`config.mk`:
```
export PLATFORM = sky130hd
export DESIGN_NAME = tcp_tx_sequencer
export DESIGN_NICKNAME = d
export VERILOG_FILES = /design/src/rtl/tcp_tx_sequencer.sv
export SDC_FILE = /design/constraint.sdc
export NUM_CORES = 1
export LEC_CHECK = 0
export CORE_MARGIN = 4
export CORE_UTILIZATION = 47
export DETAILED_ROUTE_END_ITERATION = 12
export PLACE_DENSITY = 0.79
export SLEW_MARGIN = 10
export SYNTH_ARGS = -nofsm -noshare
export SYNTH_HDL_FRONTEND = slang
export SYNTH_SLANG_ARGS = --single-unit
```
`constraint.sdc`:
```
create_clock -name clk -period 3.2 [get_ports clk]
set_input_delay 0.64 -clock clk [delete_from_list [all_inputs] [get_ports clk]]
set_output_delay 0.64 -clock clk [all_outputs]
set_load 0.1 [all_outputs]
```
`src/rtl/tcp_tx_sequencer.sv`:
```
// Transmit-side sequencer driving one TCP encoder per segment.
// Optional WAIT_FIN abort timer enabled by defining TCP_TX_SEQ_TIMEOUT_EN.
module tcp_tx_sequencer #(
  parameter int unsigned MAX_LEN = 1460,
  parameter int unsigned TIMEOUT = 1024
) (
  input  logic        clk,
  input  logic        reset,
  input  logic        isn_load,
  input  logic [31:0] isn,
  input  logic        req,
  input  logic [15:0] req_len,
  input  logic [5:0]  req_flags,
  output logic        busy,
  output logic        done,
  output logic        err,
  input  logic [31:0] pl_data,
  input  logic        pl_valid,
  output logic        pl_ready,
  output logic        enc_start,
  output logic        enc_data_av,
  output logic [31:0] enc_data,
  output logic [15:0] enc_len_in,
  output logic [31:0] enc_seq_num,
  output logic [5:0]  enc_flags,
  input  logic        enc_fin,
  output logic [31:0] snd_nxt
);

  typedef enum logic [2:0] {StIdle, StStart, StStream, StWaitFin, StDone} state_e;

  state_e      state_q;
  logic [15:0] words_q;
  logic [31:0] keep;

`ifdef TCP_TX_SEQ_TIMEOUT_EN
  localparam int unsigned CntW = (TIMEOUT > 1) ? $clog2(TIMEOUT) : 1;
  logic [CntW-1:0] cnt_q;
`endif

  always_ff @(posedge clk or negedge reset) begin
    if (!reset) begin
      state_q     <= StIdle;
      words_q     <= '0;
      busy        <= 1'b0;
      done        <= 1'b0;
      err         <= 1'b0;
      enc_start   <= 1'b0;
      enc_len_in  <= '0;
      enc_seq_num <= '0;
      enc_flags   <= '0;
      snd_nxt     <= '0;
`ifdef TCP_TX_SEQ_TIMEOUT_EN
      cnt_q       <= '0;
`endif
    end else begin
      done      <= 1'b0;
      err       <= 1'b0;
      enc_start <= 1'b0;
`ifdef TCP_TX_SEQ_TIMEOUT_EN
      if (state_q != StWaitFin) cnt_q <= '0;
`endif
      unique case (state_q)
        StIdle: begin
          if (isn_load) begin
            snd_nxt <= isn;
          end else if (req) begin
            if (req_len > 16'(MAX_LEN)) begin
              err <= 1'b1;
            end else begin
              enc_len_in  <= req_len;
              enc_flags   <= req_flags;
              enc_seq_num <= snd_nxt;
              words_q     <= {2'b00, req_len[15:2]} + {15'd0, |req_len[1:0]};
              enc_start   <= 1'b1;
              busy        <= 1'b1;
              state_q     <= StStart;
            end
          end
        end
        StStart: begin
          if (words_q == '0) begin
            state_q <= StWaitFin;
          end else if (pl_valid) begin
            words_q <= words_q - 16'd1;
            state_q <= (words_q == 16'd1) ? StWaitFin : StStream;
          end else begin
            state_q <= StStream;
          end
        end
        StStream: begin
          if (pl_valid) begin
            words_q <= words_q - 16'd1;
            if (words_q == 16'd1) state_q <= StWaitFin;
          end
        end
        StWaitFin: begin
          if (enc_fin) begin
            done    <= 1'b1;
            state_q <= StDone;
          end
`ifdef TCP_TX_SEQ_TIMEOUT_EN
          else if (cnt_q == CntW'(TIMEOUT - 1)) begin
            // Abort leaves snd_nxt untouched so the segment can be resent.
            err     <= 1'b1;
            busy    <= 1'b0;
            state_q <= StIdle;
          end else begin
            cnt_q <= cnt_q + 1'b1;
          end
`endif
        end
        StDone: begin
          snd_nxt <= enc_seq_num + {16'd0, enc_len_in} + {31'd0, enc_flags[1]} +
                     {31'd0, enc_flags[0]};
          busy    <= 1'b0;
          state_q <= StIdle;
        end
        default: state_q <= StIdle;
      endcase
    end
  end

  assign pl_ready    = ((state_q == StStart) || (state_q == StStream)) && (words_q != '0);
  assign enc_data_av = pl_ready & pl_valid;

  // Zero the bytes of the final word that lie past the segment length.
  always_comb begin
    keep = 32'hFFFF_FFFF;
    if (words_q == 16'd1) begin
      case (enc_len_in[1:0])
        2'd1:    keep = 32'hFF00_0000;
        2'd2:    keep = 32'hFFFF_0000;
        2'd3:    keep = 32'hFFFF_FF00;
        default: keep = 32'hFFFF_FFFF;
      endcase
    end
  end

  assign enc_data = pl_ready ? (pl_data & keep) : '0;

endmodule

```
Word level (Yosys, flattened, before mapping):

Index checks and enable logic that the tools add are counted.

* register bits after elaboration: 109
* logic and storage cells: 84

* reduce and logical (&&, ||, !) cells: 13
* $add $sub $neg: 5
* bitwise logic cells: 4
* mux-type cells: 35
* equality and inequality tests: 16
* order comparisons: 1

Operators with widths (number)
* $mux W16: 5
* $pmux W24 S3: 1
* $add A32 B1 Y32: 2
* $mux W32: 2
* $pmux W32 S2: 1
* $pmux W16 S3: 1
* $add A32 B16 Y32: 1
* $and A32 B32 Y32: 1
* $mux W24: 1
* $mux W3: 6
* $eq A16 B1 Y1 const B: 1
* $gt A16 B11 Y1 const B: 1
* $logic_not A16 Y1: 1
* $mux W1: 16
* $ne A2 B2 Y1 const B: 8
* $reduce_bool A16 Y1: 1
* $sub A16 B1 Y16 const B: 1
* $add A14 B1 Y15: 1
* $pmux W3 S4: 1
* $reduce_and A4 Y1: 2
* $eq A3 B2 Y1 const B: 2
* $reduce_and A6 Y1: 1
* $reduce_and A5 Y1: 1
* $eq A2 B2 Y1 const B: 2
* 13 further kinds: 14

Longest topological paths before layout:

Gate-level depths: netlist of the first run.

* depth in word-level cells: 6
* depth in mapped cells: 11

Worst setup path before layout of the first run:

Ideal clock, no wire load.

* path type: register -> register
* from: register enc_len_in[0]
* to: register snd_nxt[22]
* path buffers: 1
* setup slack: -256 ps
* setup time: 78 ps
* arrival: 3378 ps
* clock period less this slack: 3456 ps
* cell stages (with the launch flop): 12
* cells stage by stage: dfrtp_1 fa_1 ha_1 fa_1 a21oi_1 o21ai_1 a211oi_2 o21ba_1 buf_6 nor3_1 xnor2_1 a21oi_1

* longest elaborated chain between the ends: 4

RTL lines
* from (decl): line 23 `output logic [15:0] enc_len_in,`
* from (signal assigned): line 71 `enc_len_in <= req_len;`
* $add A32 B16 Y32: line 114 `snd_nxt <= enc_seq_num + {16'd0, enc_len_in} + {31'd0, enc_flags[1]} +`
* $add A32 B1 Y32 (2 in series): line 114
* $pmux W32 S2: line 63 `unique case (state_q)`
* to (signal assigned): line 66 `snd_nxt <= isn;`
* to (signal assigned): line 114
* to (decl): line 27 `output logic [31:0] snd_nxt`

Every way passes these cells.
A chain may end at the register's enable or synchronous reset.

Worst setup path in the final report of the first run:

* from: register words_q[4]
* to: output enc_data[21]

* longest elaborated chain between the ends: 4
* elaborated cells on any way between the ends: 6
* those cells by class: eq/ne (1); mux (2); bitwise (1); reduce/logical (2)

RTL lines
* from (decl): line 33 `logic [15:0] words_q;`
* from (signal assigned): line 74 `words_q <= {2'b00, req_len[15:2]} + {15'd0, |req_len[1:0]};`
* from (signal assigned): line 85 `words_q <= words_q - 16'd1;`
* from (signal assigned): line 93 `words_q <= words_q - 16'd1;`
* $eq A16 B1 Y1: line 130 `if (words_q == 16'd1) begin`
* $mux W24: line 130
* $and A32 B32 Y32: line 140 `assign enc_data = pl_ready ? (pl_data & keep) : '0;`
* $mux W32 (*): line 140
* to (decl): line 22 `output logic [31:0] enc_data,`

Every way passes the cells marked *; elsewhere a longest branch is shown, timed or not.

==> results of run 1 <==
==> final cells by class <==
class / count / share of cell area, %
repair buffers: 229 / 24.9
multi-input cells: 530 / 40.0
flip-flops and latches: 109 / 28.6
clock inverters: 6 / 0.956
well taps: 180 / 2.36
inverters: 18 / 0.707
clock buffers: 10 / 2.50
==> logic make-up (layout without fill, tap and decap cells) <==
kind of cell / after synthesis / in the layout / synth area share, %
and+or+nand+nor: 218 / 218 / 17.4
AOI/OAI and AO/OA: 166 / 166 / 15.0
DFF: 109 / 109 / 40.4
muxes: 66 / 66 / 10.8
buffers and inverters: 51 / 263 / 3.58
adders and majority gates: 40 / 40 / 7.64
xor gates and xnor gates: 40 / 40 / 5.19
==> timing repair <==
action	in CTS	in global routing
endpoints found under the setup margin	24	24
cloned	0	0
resized for setup	2	5
setup buffers	0	0
hold buffers	0	0
==> cells in the mapped netlist (all sizes together) (2+ instances only) <==
library cell,instances,area share [%]
a211oi,17,2.0
a21o,3,0.33
a21oi,55,4.1
a22o,3,0.39
a31oi,5,0.46
a32o,2,0.30
and2,36,3.3
and3,13,1.2
and4,2,0.28
buf,21,1.9
clkbuf,12,0.67
dfrtp,109,40
fa,2,0.59
ha,38,7.0
inv,18,1.0
mux2,52,8.7
mux2i,14,2.1
nand2,60,3.3
nand2b,6,0.56
nand3,20,1.6
nand4,3,0.28
nor2,31,1.7
nor2b,18,1.7
nor3,13,1.1
nor3b,2,0.30
nor4,7,1.0
nor4b,2,0.48
o2111ai,2,0.26
o211ai,2,0.22
o21a,4,0.45
o21ai,47,3.5
o21bai,2,0.22
o22ai,8,0.74
o31ai,4,0.45
o41ai,3,0.39
or3,3,0.35
xnor2,19,2.5
xor2,21,2.7
==> state kept, by name, indices dropped and copies added (netlist names) <==
register and flops:
snd_nxt 32, err 1, enc_flags 6, done 1
enc_len_in 16, state_q 3, words_q 16, enc_start 1
enc_seq_num 32, busy 1
==> through the flow <==
step,std cells,util [%],cell area (um2),hold WS [ns]
after floorplan,690,-,6750,0.344
after global placement,1066,65.7,9190,0.484
after detailed placement,1066,65.7,9190,0.500
after CTS,1082,68.2,9540,0.322
after global routing,1082,68.3,9560,0.348
final,1082,68.3,9560,0.304
==> power groups by stage <==
stage	clock [mW]	combinational (mW)	sequential, mW
after floorplan	0	3.25	3.95
after global placement	0	7.08	2.12
after detailed placement	0	7.16	2.15
after CTS	1.27	7.17	2.14
after global routing	1.32	7.46	2.21
final	1.25	7.16	2.15
==> worst paths after layout <==
| kind | start | endpoint | cells after the start |
|---|---|---|---|
| hold / removal | reset | snd_nxt[27] | 1 |
| min in group clk | enc_flags[5] | enc_flags[5] | 1 |
| setup / recovery | words_q[4] | enc_data[21] | 7 |
| max in group asynchronous | reset | enc_flags[1] | 2 |
| hold reg to reg | enc_flags[5] | enc_flags[5] | 1 |
| setup reg to reg | enc_len_in[0] | snd_nxt[28] | 11 |
==> worst max-delay path, delay by kind of cell (launching register included) <==
family	cells	cell delay (ns)
AO/OA/AOI/OAI	1	0.12
AND/OR/NAND/NOR	5	1.27
flip-flops	1	0.47
buffers and inverters	1	0.17
==> layer usage <==
metal	track usage (%)	vias to the layer above	wire (um)
met2	39.7	221	9340
met1	32.5	2925	8580
li1	-	2875	-
met4	5.56	0	184
met5	0	-	0
met3	4.42	12	1520
==> impl_metrics.env, run 1 <==
export IMPL_slowest_stage="dfrtp_1"
export IMPL_dp_slack_ns=0.220
export IMPL_ys_seq_area_share_pct=40.4
export IMPL_syn_area_per_cell_um2=9.78
export IMPL_ys_ff_latch=109
export IMPL_ff_latch_area_mm2=0.00273
export IMPL_slew_headroom_pct=52.2
export IMPL_post_dp_hpwl_um=15000
export IMPL_grt_pass1_wl_um=31500
export IMPL_grt_pass1_vias=6031
export IMPL_ys_warn_count=0
export IMPL_internal_power_mw=4.57
export IMPL_critPathLaunchType="flop"
export IMPL_cap_violations=0
export IMPL_drc=0
export IMPL_p_sw_mw=5.99
export IMPL_fillers=1083
export IMPL_first_pass_iters=5
export IMPL_leakage_nw=4.43
export IMPL_htree_levels=3
export IMPL_cts_made_buffers=9
export IMPL_die_area_mm2=0.0163
export IMPL_antenna_cells=0
export IMPL_ios=216
export IMPL_path_clk_slew_ns=0.07
export IMPL_synth_ff_type="dfrtp_1"
export IMPL_num_vias=6033
export IMPL_fin_setup_tns_ns=0
export IMPL_final_cell_mix="dfrtp_1 (106), buf_4 (104), clkdlybuf4s50_1 (90)"
export IMPL_critPathKind="reg -> out"
export IMPL_syn_inst=690
export IMPL_crit_path_max_incr_delay_ns=0.47
export IMPL_swShare_pct=56.7
export IMPL_cts_sinks=109
export IMPL_cts_buffer_depth=2
export IMPL_antenna_found_initial=0
export IMPL_clk_insertion_delay_late_ns=0.35
export IMPL_p_total_mw=10.6
export IMPL_final_common_cell="dfrtp_1"
export IMPL_die_x_um=128
export IMPL_cp_arrival_ns=2.39
export IMPL_area_growth_pct=41.7
export IMPL_port_buffers=215
export IMPL_p_clk_share_pct=11.8
export IMPL_root_buffer="clkbuf_16"
export IMPL_slew_violations=0
export IMPL_reg2reg_slack_ns=0.20
export IMPL_drive_gt1_share_pct=25.7
export IMPL_grt_max_degree=57
export IMPL_via_per_inst=5.58
export IMPL_synth_cell_types=64
export IMPL_fp_row_count=43
export IMPL_timing_hold_violations_final=0
export IMPL_async_reset_ff_share_pct=100
export IMPL_core_area_mm2=0.0140
export IMPL_rsz0062_at_grt="no"
export IMPL_syn_area_mm2=0.00675
export IMPL_worstMarginPinSlew_ns=0.717
export IMPL_syn_nets=822
export IMPL_multi_input_area_mm2=0.00382
export IMPL_end_kind="output pin"
export IMPL_fin_ws_ns=0.167
export IMPL_grt_usage_pct=23.9
export IMPL_gr_total_overflow=0
export IMPL_vdd_drop_max_mv=0.531
export IMPL_status="finished clean"
export IMPL_fmax_mhz=330
export IMPL_path_cells="nor4_4, nand2b_2, nor3_4, and4_2, a21oi_2, and2_1, buf_12"
export IMPL_initial_core_util_pct=48.2
export IMPL_synth_edf_count=0
export IMPL_finalCritPeriodShare_pct=94.8
export IMPL_drtAntennaViolNets=0
export IMPL_nets=1029
export IMPL_drt_iter0_drc=391
export IMPL_wl_um=19600
export IMPL_cts_tree="built"
export IMPL_fin_crit_ns=3.03
export IMPL_hp_class="in -> async"
export IMPL_place_gp_congestion=0.863
export IMPL_crit_fanout=8
export IMPL_wire_per_inst_um=18.1
export IMPL_pwr_density_cell_mw_per_mm2=1100
export IMPL_final_setup_skew_ns=0.0120
export IMPL_die_h_um=128
export IMPL_p_comb_share_pct=67.8
export IMPL_seq_power_share_pct=20.4
export IMPL_worstPathRequired_ns=2.56
export IMPL_setup_violations_final=0
No activity file was read; power rests on OpenSTA's default activity.
==> run 2: changes to the inputs <==
- CELL_PAD_IN_SITES_DETAIL_PLACEMENT: not set -> 1
- CELL_PAD_IN_SITES_GLOBAL_PLACEMENT: not set -> 2
- CORE_UTILIZATION: 47 -> 28
- PLACE_DENSITY: 0.79 -> 0.83
==> impl_metrics.env, run 2 (same netlist as run 1, synthesis figures left out) <==
export IMPL_status="finished clean"
export IMPL_final_util_pct=41.6
export IMPL_grt_usage_pct=17.6
export IMPL_finalCritPeriodShare_pct=94.0
export IMPL_die_h_um=163
export IMPL_end_kind="output pin"
export IMPL_fmax_mhz=333
export IMPL_via_per_inst=4.90
export IMPL_r2r_start="enc_len_in[0]"
export IMPL_first_pass_iters=5
export IMPL_critPathLaunchType="flop"
export IMPL_fin_crit_ns=3.01
export IMPL_nets=1036
export IMPL_fin_setup_tns_ns=0
export IMPL_fp_row_count=56
export IMPL_setup_violations_final=0
export IMPL_die_area_mm2=0.0266
export IMPL_fin_ws_ns=0.193
export IMPL_leakage_nw=4.46
export IMPL_grt_pass1_wl_um=37300
export IMPL_post_dp_hpwl_um=18200
export IMPL_worstMarginPinSlew_ns=0.825
export IMPL_drc=0
export IMPL_final_setup_skew_ns=0.0131
export IMPL_crit_fanout=8
export IMPL_area_growth_pct=45.6
export IMPL_slew_violations=0
export IMPL_gr_total_overflow=0
export IMPL_final_common_cell="buf_4"
export IMPL_place_gp_congestion=0.801
export IMPL_wl_um=23500
export IMPL_ff_latch_area_mm2=0.00273
export IMPL_timing_hold_violations_final=0
export IMPL_fillers=2690
export IMPL_die_x_um=163
export IMPL_top_regs="enc_seq_num x32, snd_nxt x32"
export IMPL_path_clk_slew_ns=0.08
export IMPL_vdd_drop_max_mv=0.596
export IMPL_ios=216
export IMPL_wire_per_inst_um=19.1
export IMPL_multi_input_area_mm2=0.00382
export IMPL_num_vias=6018
export IMPL_final_cell_mix="buf_4 (108), dfrtp_1 (106), clkdlybuf4s50_1 (90)"
export IMPL_htree_levels=3
export IMPL_drtAntennaViolNets=0
export IMPL_pwr_density_cell_mw_per_mm2=1090
export IMPL_drt_iter0_drc=254
export IMPL_holdWs_ns=0.280
export IMPL_antenna_cells=0
export IMPL_cts_tree="built"
export IMPL_clk_insertion_delay_late_ns=0.37
export IMPL_core_area_mm2=0.0236
export IMPL_port_buffers=215
export IMPL_dp_slack_ns=0.194
export IMPL_grt_max_degree=56
export IMPL_critPathKind="reg -> out"
export IMPL_crit_start="words_q[4]"
export IMPL_antenna_found_initial=0
export IMPL_cts_made_buffers=9
export IMPL_cts_sinks=109
export IMPL_root_buffer="clkbuf_16"
export IMPL_worstPathRequired_ns=2.56
export IMPL_initial_core_util_pct=28.6
export IMPL_cp_arrival_ns=2.37
export IMPL_cap_violations=0
export IMPL_drive_gt1_share_pct=26.2
export IMPL_grt_pass1_vias=6445
export IMPL_cts_buffer_depth=2
export IMPL_hp_class="in -> async"
export IMPL_slew_headroom_pct=45.0
==> run 2: power breakdown <==
group	switching (mW)	internal [mW]	total (mW)
clock network	0.619	0.635	1.25
logic	5.17	2.14	7.31
registers	0.392	1.76	2.15
total	6.18	4.53	10.7
==> run 2: what timing repair did <==
item / in CTS / in global routing
gates resized for setup: 3 / 6
setup endpoints to repair: 24 / 24
hold buffers: 0 / 0
setup buffers: 0 / 0
==> run 2: per-layer routing <==
metal	vias up	part of all wire (%)	GRT usage, %
li1	2896	-	-
met1	2967	46	24.4
met2	138	48	29.0
met3	17	4.5	2.90
met4	0	1.3	4.04
met5	-	0	0
==> run 2: area by class of cell <==
type | instances | area share [%]
Clock inverter | 7 | 1.07
Inverter | 18 | 0.688
Timing Repair Buffer | 236 | 25.2
Clock buffer | 9 | 2.29
Sequential cell | 109 | 27.8
Tap cell | 319 | 4.06
Multi-Input combinational cell | 530 | 38.9
==> run 2: stage by stage <==
| stage | area, um2 | instances | total power [mW] |
|---|---|---|---|
| 4_1_cts | 9800 | 1228 | 10.8 |
| 3_3_place_gp | 9450 | 1212 | 9.39 |
| 6_report | 9820 | 1228 | 10.7 |
| 5_1_grt | 9820 | 1228 | 11.2 |
| 2_1_floorplan | 6750 | 690 | 7.20 |
| 3_5_place_dp | 9450 | 1212 | 9.48 |
==> run 2: critical path: stages (launching register included) <==
cell and delay (ns):
dfrtp_1 0.44, nor4_1 0.29, buf_4 0.17, nand2b_1 0.08, nor3_2 0.19, and4_4 0.35, a21oi_4 0.11, and2_1 0.20
buf_12 0.17
==> run 2: final timing paths <==
path	end	slack, ns	depth (start not counted)
worst max-delay path	enc_data[8]	0.19	8
worst min register to register	busy	0.50	1
max in group asynchronous	snd_nxt[8]	2.19	2
min in group clk	busy	0.50	1
worst min-delay path	enc_flags[5]	0.28	1
worst max register to register	snd_nxt[16]	0.23	11
